<file path="config.mk">
export PLATFORM = sky130hd
export DESIGN_NAME = periph_timer_responder
export DESIGN_NICKNAME = d
export VERILOG_FILES = /design/src/rtl/periph_timer_pkg.sv /design/src/rtl/store_lane_merge.sv /design/src/rtl/periph_timer_responder.sv
export SDC_FILE = /design/constraint.sdc
export NUM_CORES = 1
export LEC_CHECK = 0
export CORE_UTILIZATION = 54
export CTS_BUF_LIST = sky130_fd_sc_hd__clkbuf_8
export CTS_CLUSTER_SIZE = 20
export DETAILED_ROUTE_END_ITERATION = 8
export PLACE_DENSITY = 0.89
export SYNTH_ARGS = -nofsm -noshare
export SYNTH_HDL_FRONTEND = slang
export SYNTH_HIERARCHICAL = 1
export SYNTH_SLANG_ARGS = --single-unit
export TNS_END_PERCENT = 30
</file>
<file path="constraint.sdc">
create_clock -name clock -period 2.8 [get_ports clock]
set_input_delay 0.56 -clock clock [delete_from_list [all_inputs] [get_ports clock]]
set_output_delay 0.56 -clock clock [all_outputs]
set_load 0.05 [all_outputs]
</file>
<file path="src/rtl/periph_timer_pkg.sv">
// Shared types and constants for the peripheral timer responder.
// Holds the store-type enum, register selectors, CTRL bits and FSM states.
package periph_timer_pkg;

   typedef enum logic [2:0] {
      NO_STORE,
      STORE_BYTE,
      STORE_HALF,
      STORE_WORD,
      STORE_DWORD
   } mem_store_type_t;

   // Register offsets within the 32-byte window; decoded on offset[4:3].
   localparam logic [4:0] OFF_CTRL    = 5'h00;
   localparam logic [4:0] OFF_COUNT   = 5'h08;
   localparam logic [4:0] OFF_COMPARE = 5'h10;
   localparam logic [4:0] OFF_STATUS  = 5'h18;

   localparam logic [1:0] REG_CTRL    = 2'd0;
   localparam logic [1:0] REG_COUNT   = 2'd1;
   localparam logic [1:0] REG_COMPARE = 2'd2;
   localparam logic [1:0] REG_STATUS  = 2'd3;

   localparam int CTRL_EN          = 0;
   localparam int CTRL_IRQ_EN      = 1;
   localparam int CTRL_AUTO_RELOAD = 2;

   typedef enum logic [1:0] {
      IDLE,
      WAIT,
      RESP
   } timer_state_t;

endpackage

</file>
<file path="src/rtl/store_lane_merge.sv">
// Merges a right-aligned store into a 64-bit word at the size-aligned lane.
// Ports: old_data/wdata (64b), store_type, addr_lo[2:0] in; merged (64b) out.
module store_lane_merge
   import periph_timer_pkg::*;
(
   input  logic [63:0]     old_data,
   input  logic [63:0]     wdata,
   input  mem_store_type_t store_type,
   input  logic [2:0]      addr_lo,
   output logic [63:0]     merged
);

   logic [63:0] size_mask;
   logic [63:0] lane_mask;
   logic [63:0] lane_data;
   logic [2:0]  lane;

   always_comb begin
      size_mask = '0;
      lane      = addr_lo;
      case (store_type)
         STORE_BYTE: size_mask = 64'h0000_0000_0000_00FF;
         STORE_HALF: begin
            size_mask = 64'h0000_0000_0000_FFFF;
            lane      = {addr_lo[2:1], 1'b0};
         end
         STORE_WORD: begin
            size_mask = 64'h0000_0000_FFFF_FFFF;
            lane      = {addr_lo[2], 2'b00};
         end
         STORE_DWORD: begin
            size_mask = '1;
            lane      = 3'd0;
         end
         default: size_mask = '0;
      endcase
      lane_mask = size_mask << {lane, 3'b000};
      lane_data = (wdata & size_mask) << {lane, 3'b000};
      merged    = (old_data & ~lane_mask) | lane_data;
   end

endmodule

</file>
<file path="src/rtl/periph_timer_responder.sv">
// Memory-mapped 64-bit timer answering core loads/stores with wait states.
// Ports: clock, reset (async low), d_* request/response bus, irq level out.
module periph_timer_responder
   import periph_timer_pkg::*;
#(
   parameter logic [63:0] BASE_ADDR   = 64'h2000_0000,
   parameter int          WAIT_CYCLES = 1,
   parameter int          PRESCALE    = 1
) (
   input  logic            clock,
   input  logic            reset,
   input  logic [63:0]     d_addr,
   input  logic [63:0]     d_wdata,
   output logic [63:0]     d_rdata,
   input  mem_store_type_t d_store_type,
   input  logic            d_valid,
   output logic            d_ready,
   output logic            irq
);

   localparam int PW = (PRESCALE > 1) ? $clog2(PRESCALE) : 1;
   localparam logic [PW-1:0] PRE_LAST = PW'(PRESCALE - 1);
   localparam logic [3:0] WAIT_INIT =
      (WAIT_CYCLES > 0) ? 4'(WAIT_CYCLES - 1) : 4'd0;

   timer_state_t    state, state_nx;
   logic [63:0]     lat_addr, lat_wdata;
   mem_store_type_t lat_type;
   logic [3:0]      wait_cnt;
   logic [63:0]     rdata_q;

   logic [2:0]      ctrl;
   logic [63:0]     count, compare;
   logic            pending;
   logic [PW-1:0]   pre_cnt;
   logic            irq_q;

   logic [63:0]     regs [4];
   logic [63:0]     merged;

   // Offsets kept at dword granularity; the window base is dword aligned.
   logic [63:3]     req_addr, req_off, wr_off;
   logic            req_hit, wr_hit, wr_en;
   logic [1:0]      req_sel, wr_sel;
   logic            pre_wrap, match;

   always_comb begin
      regs[REG_CTRL]    = {61'd0, ctrl};
      regs[REG_COUNT]   = count;
      regs[REG_COMPARE] = compare;
      regs[REG_STATUS]  = {63'd0, pending};
   end

   // In IDLE the request is still on the bus (zero-wait path).
   assign req_addr = (state == IDLE) ? d_addr[63:3] : lat_addr[63:3];
   assign req_off  = req_addr - BASE_ADDR[63:3];
   assign req_hit  = ~|req_off[63:5];
   assign req_sel  = req_off[4:3];

   assign wr_off = lat_addr[63:3] - BASE_ADDR[63:3];
   assign wr_hit = ~|wr_off[63:5];
   assign wr_sel = wr_off[4:3];
   assign wr_en  = (state == RESP) && (lat_type != NO_STORE) && wr_hit;

   store_lane_merge u_merge (
      .old_data   (regs[wr_sel]),
      .wdata      (lat_wdata),
      .store_type (lat_type),
      .addr_lo    (lat_addr[2:0]),
      .merged     (merged)
   );

   always_ff @(posedge clock or negedge reset) begin
      if (!reset) state <= IDLE;
      else        state <= state_nx;
   end

   always_comb begin
      state_nx = state;
      case (state)
         IDLE: if (d_valid) state_nx = (WAIT_CYCLES > 0) ? WAIT : RESP;
         WAIT: if (wait_cnt == 4'd0) state_nx = RESP;
         RESP: state_nx = IDLE;
         default: state_nx = IDLE;
      endcase
   end

   always_comb begin
      d_ready = (state == RESP);
      d_rdata = d_ready ? rdata_q : '0;
      irq     = irq_q;
   end

   always_ff @(posedge clock or negedge reset) begin
      if (!reset) begin
         lat_addr  <= '0;
         lat_wdata <= '0;
         lat_type  <= NO_STORE;
         wait_cnt  <= '0;
         rdata_q   <= '0;
      end else begin
         if (state == IDLE && d_valid) begin
            lat_addr  <= d_addr;
            lat_wdata <= d_wdata;
            lat_type  <= d_store_type;
            wait_cnt  <= WAIT_INIT;
         end else if (state == WAIT && wait_cnt != 4'd0) begin
            wait_cnt <= wait_cnt - 4'd1;
         end
         if (state != RESP && state_nx == RESP)
            rdata_q <= req_hit ? regs[req_sel] : '0;
      end
   end

   assign pre_wrap = ctrl[CTRL_EN] && (pre_cnt == PRE_LAST);
   assign match    = pre_wrap && (count == compare);

   always_ff @(posedge clock or negedge reset) begin
      if (!reset) begin
         ctrl    <= '0;
         count   <= '0;
         compare <= '1;
         pending <= 1'b0;
         pre_cnt <= '0;
         irq_q   <= 1'b0;
      end else begin
         if (ctrl[CTRL_EN])
            pre_cnt <= pre_wrap ? '0 : pre_cnt + 1'b1;
         // Software writes win over the timer's own count update.
         if (wr_en && wr_sel == REG_COUNT)
            count <= merged;
         else if (pre_wrap)
            count <= (match && ctrl[CTRL_AUTO_RELOAD]) ? '0 : count + 64'd1;
         if (wr_en && wr_sel == REG_COMPARE)
            compare <= merged;
         if (wr_en && wr_sel == REG_CTRL)
            ctrl <= merged[2:0];
         // A match on the same edge as a clear keeps the event visible.
         if (match)
            pending <= 1'b1;
         else if (wr_en && wr_sel == REG_STATUS && merged[0])
            pending <= 1'b0;
         irq_q <= pending & ctrl[CTRL_IRQ_EN];
      end
   end

endmodule

</file>
==> flow_summary.toml <==
[routing]
first_iter_violations = 2789
vias_per_cell = 6.514
wirelength_mm = 80.28
ant_nets = 0
wire_per_inst_um = 25.22
drc = 0
num_vias = 20730
drtPass1Iterations = 7

[floorplanning]
die_h_um = 194.4
start_util = 0.5474
core_area_um2 = 36520
die_x_um = 194.4
dieArea_um2 = 37800
num_rows = 70
pin_count = 200

[yosys]
ys.flop_type = "dfrtp_1"
synthCells = 2238
synth-async-reset-ratio = 1.000
ys_ff_latch = 335
avgSynthCellArea_um2 = 8.933
synthDistinctLibCells = 86
yosysSeqAreaShare = 0.4233
syn-num-nets = 2374
yosys_warnings = 6
synth_area_um2 = 19990
synth.top_cell.area_share = 0.3392
synth_top_area_cell = "dfrtp_1"
yosys-top-cells-area = "dfrtp_1, nand2_1, dfstp_2, a22o_1, mux2_2"
synth_edf_count = 0

[status]
outcome = "complete, but fails checks"
violations = "negative setup slack"

[min_path]
hold_end = "lat_wdata[50]"
min_delay_path_depth = 3
hp-class = "input port to flip-flop"
hold_start = "d_wdata[50]"

[clock_tree]
cts.sinks = 335
htreeDepth = 2
clk_pin_slew_ns = 0.07
clk_latency_ns = 0.67
cts_made_buffers = 56
cts_root_buf = "clkbuf_8"
cts.path.max_buffers = 3
cts_tree = "yes"

[placed_design]
preCtsSetupSlack_ns = -0.7916
dp_cells = 3051
routabilityCongestion = 1.022
place_area_um2 = 25340
port-buffer-count = 199
dp.final_hpwl_mm = 55.46

[global_routing]
grt_overflow = 0
first_global_vias = 20320
grt_util_all_layers = 0.4224
grt_pass1_wl_mm = 121.6
grt_antenna_before_repair = 3
grt_max_degree = 87

[setup_path]
rrSetupSlack_ns = -0.26
r2r_cells = 10
cp_top_family = "simple AND/OR/NAND/NOR gates"
required_ns = 3.34
start_kind = "flip-flop"
worst_ep_arrival_time_ns = 3.61
cpMostUsedCell = "buf_4"
path_buf_inv = 3
crit_type = "flip-flop to flip-flop"
r2r-end = "count[54]"
path_depth = 10
crit_slowest_cell = "or4b_4"
cp_slowest_stage_delay_ns = 0.67
crit_path_end_kind = "flip-flop"
timing.rr.start = "lat_addr[40]"
cp_cell_sequence = "nor4_2 > buf_4 > nand4_1 > buf_4 > or3_4 > o32ai_4 > nand4_2 > or4b_4 > buf_12 > mux2_4"
critPathMaxFanout = 14

[flow_run]
cap_violations = 0

[sta]
worst_slack_ns = -0.2648
worst_slew_pin_slew_ns = 1.254
slew_viol_final = 0
setup_viol = 194
rsz0062_at_grt = "true"
finalCritPeriodShare = 1.095
maxSlewHeadroom = 0.1589
fin_setup_tns_ns = -31.12
max_freq_ghz = 0.3263
min_period_ns = 3.065
hold_viol_final = 0
skew_ns = 0.02166

[final_layout]
syn_to_final_growth_pct = 38.72
fin_area_um2 = 27730
fill_cells = 2471
finalCoreUtilization = 0.7593
fin_nets = 2806
fin_cells = 3183
drive_gt1_frac = 0.2870

[power_and_ir_drop]
peakVddDrop_mv = 0.4493
leakagePower_nw = 12.79
powerDensity_nw_per_um2 = 559.0
[worst max path at each step]
| stage | from | end | slack (ns) |
|---|---|---|---|
| final | lat_addr[40] | count[54] | -0.26 |
| after detailed placement | d_addr[29] | rdata_q[54] | -0.79 |
| after CTS | state[1] | rdata_q[11] | -0.28 |
| after floorplan | d_addr[29] | rdata_q[52] | -0.003 |
| after global routing | lat_addr[40] | count[39] | -0.35 |
| after global placement | d_addr[29] | rdata_q[53] | -0.71 |
[sequential cells by signal, summed over array words and instances (netlist names)]
register	flops
compare	64
count	64
ctrl	3
irq	1
lat_addr	64
lat_type	3
lat_wdata	64
pending	1
pre_cnt	1
rdata_q	64
state	2
wait_cnt	4
[placed cells by master (no fill, tap or decap), types with 12 or more instances in the layout]
cell	n
xor2_1	47
nand2_1	514
o2bb2ai_1	16
nand4_1	31
a21o_1	14
o211ai_1	26
inv_1	58
nor4_1	48
nand3_1	44
a21oi_1	56
mux2i_1	13
nor2b_1	21
dfstp_2	64
clkdlybuf4s50_1	133
buf_12	100
xnor2_1	29
nor2_1	75
nand3_2	12
a21oi_2	13
clkbuf_8	70
dfrtp_1	270
o21ai_0	32
and4_1	12
nor2_4	19
mux2_2	73
a22oi_1	15
nor3_1	21
buf_4	298
and3_1	12
a22o_1	186
and2_1	75
nor2_2	16
a221o_1	24
[routing by layer]
layer | share of wire | global-route usage
met5 | 0.00034 | 0
met4 | 0.062 | 0.2340
met3 | 0.12 | 0.1246
met2 | 0.43 | 0.6272
met1 | 0.38 | 0.5532
[worst min-delay path, stage by stage]
cell and delay, ns:
clkdlybuf4s50_1 0.40, nand2_1 0.05, nand2_1 0.04
[metrics by stage]
| stage | total power, mW | hold slack (ns) |
|---|---|---|
| after floorplan | 7.888 | 0.2644 |
| after global placement | 10.09 | 0.4489 |
| after detailed placement | 10.22 | 0.4632 |
| after CTS | 15.17 | 0.4131 |
| after global routing | 15.97 | 0.4336 |
| final | 15.50 | 0.4305 |
[repair_timing]
item                                    in CTS  in global routing
hold endpoints to repair                    36                  0
pin swaps                                   10                 18
resized for setup                          126                 42
endpoints found under the setup margin     252                257
hold buffers                                 1                  0
setup buffers                                8                 10
cloned                                      11                  3
[cell type report]
class	count	area, µm²	share of cell area
Multi-Input combinational cell	1684	11310	0.4078
Sequential cell	335	8464	0.3052
Timing Repair Buffer	553	5996	0.2162
Clock buffer	70	963.4	0.03474
Tap cell	468	585.6	0.02112
Clock inverter	32	261.5	0.009430
Inverter	40	150.1	0.005414
Antenna cell	1	2.502	0.00009024
[cells in the mapped netlist (7+ instances only)]
library cell,instances
and4b_1,10
nor4_1,57
nor4bb_1,8
o211ai_1,26
mux2_2,78
o31ai_1,8
and3_1,13
and4_1,12
nor3_1,22
nor2b_1,24
a211oi_2,8
dfrtp_1,271
a22oi_1,17
or4_1,8
clkbuf_1,141
a2bb2oi_1,7
and3b_1,9
nand2b_1,11
buf_2,23
xnor2_1,29
a21o_1,14
nand4_1,31
nand2_1,516
a21oi_1,73
o2bb2ai_1,16
inv_1,39
or3_1,13
dfstp_2,64
o21ai_0,36
nand3_1,56
mux2i_1,15
a22o_1,186
and2_1,78
nor2_1,110
a221o_1,24
a31oi_1,10
xor2_1,47
a211oi_1,10
[cells by family after synthesis]
kind of cell,synth area share
AOI/OAI and AO/OA,0.1947
adders and majority gates,0.001252
muxes,0.05520
and+or+nand+nor,0.2469
DFF,0.4233
buffers and inverters,0.04531
xor gates and xnor gates,0.03330
[power by group]
group / leakage, nW / internal [mW] / total, mW / switching [mW]
registers: 4.23 / 5.33 / 5.91 / 0.585
logic: 7.86 / 1.82 / 4.73 / 2.90
clock network: 0.706 / 2.70 / 4.87 / 2.17
total: 12.8 / 9.85 / 15.5 / 5.65
No activity file was read; power rests on OpenSTA's default activity.
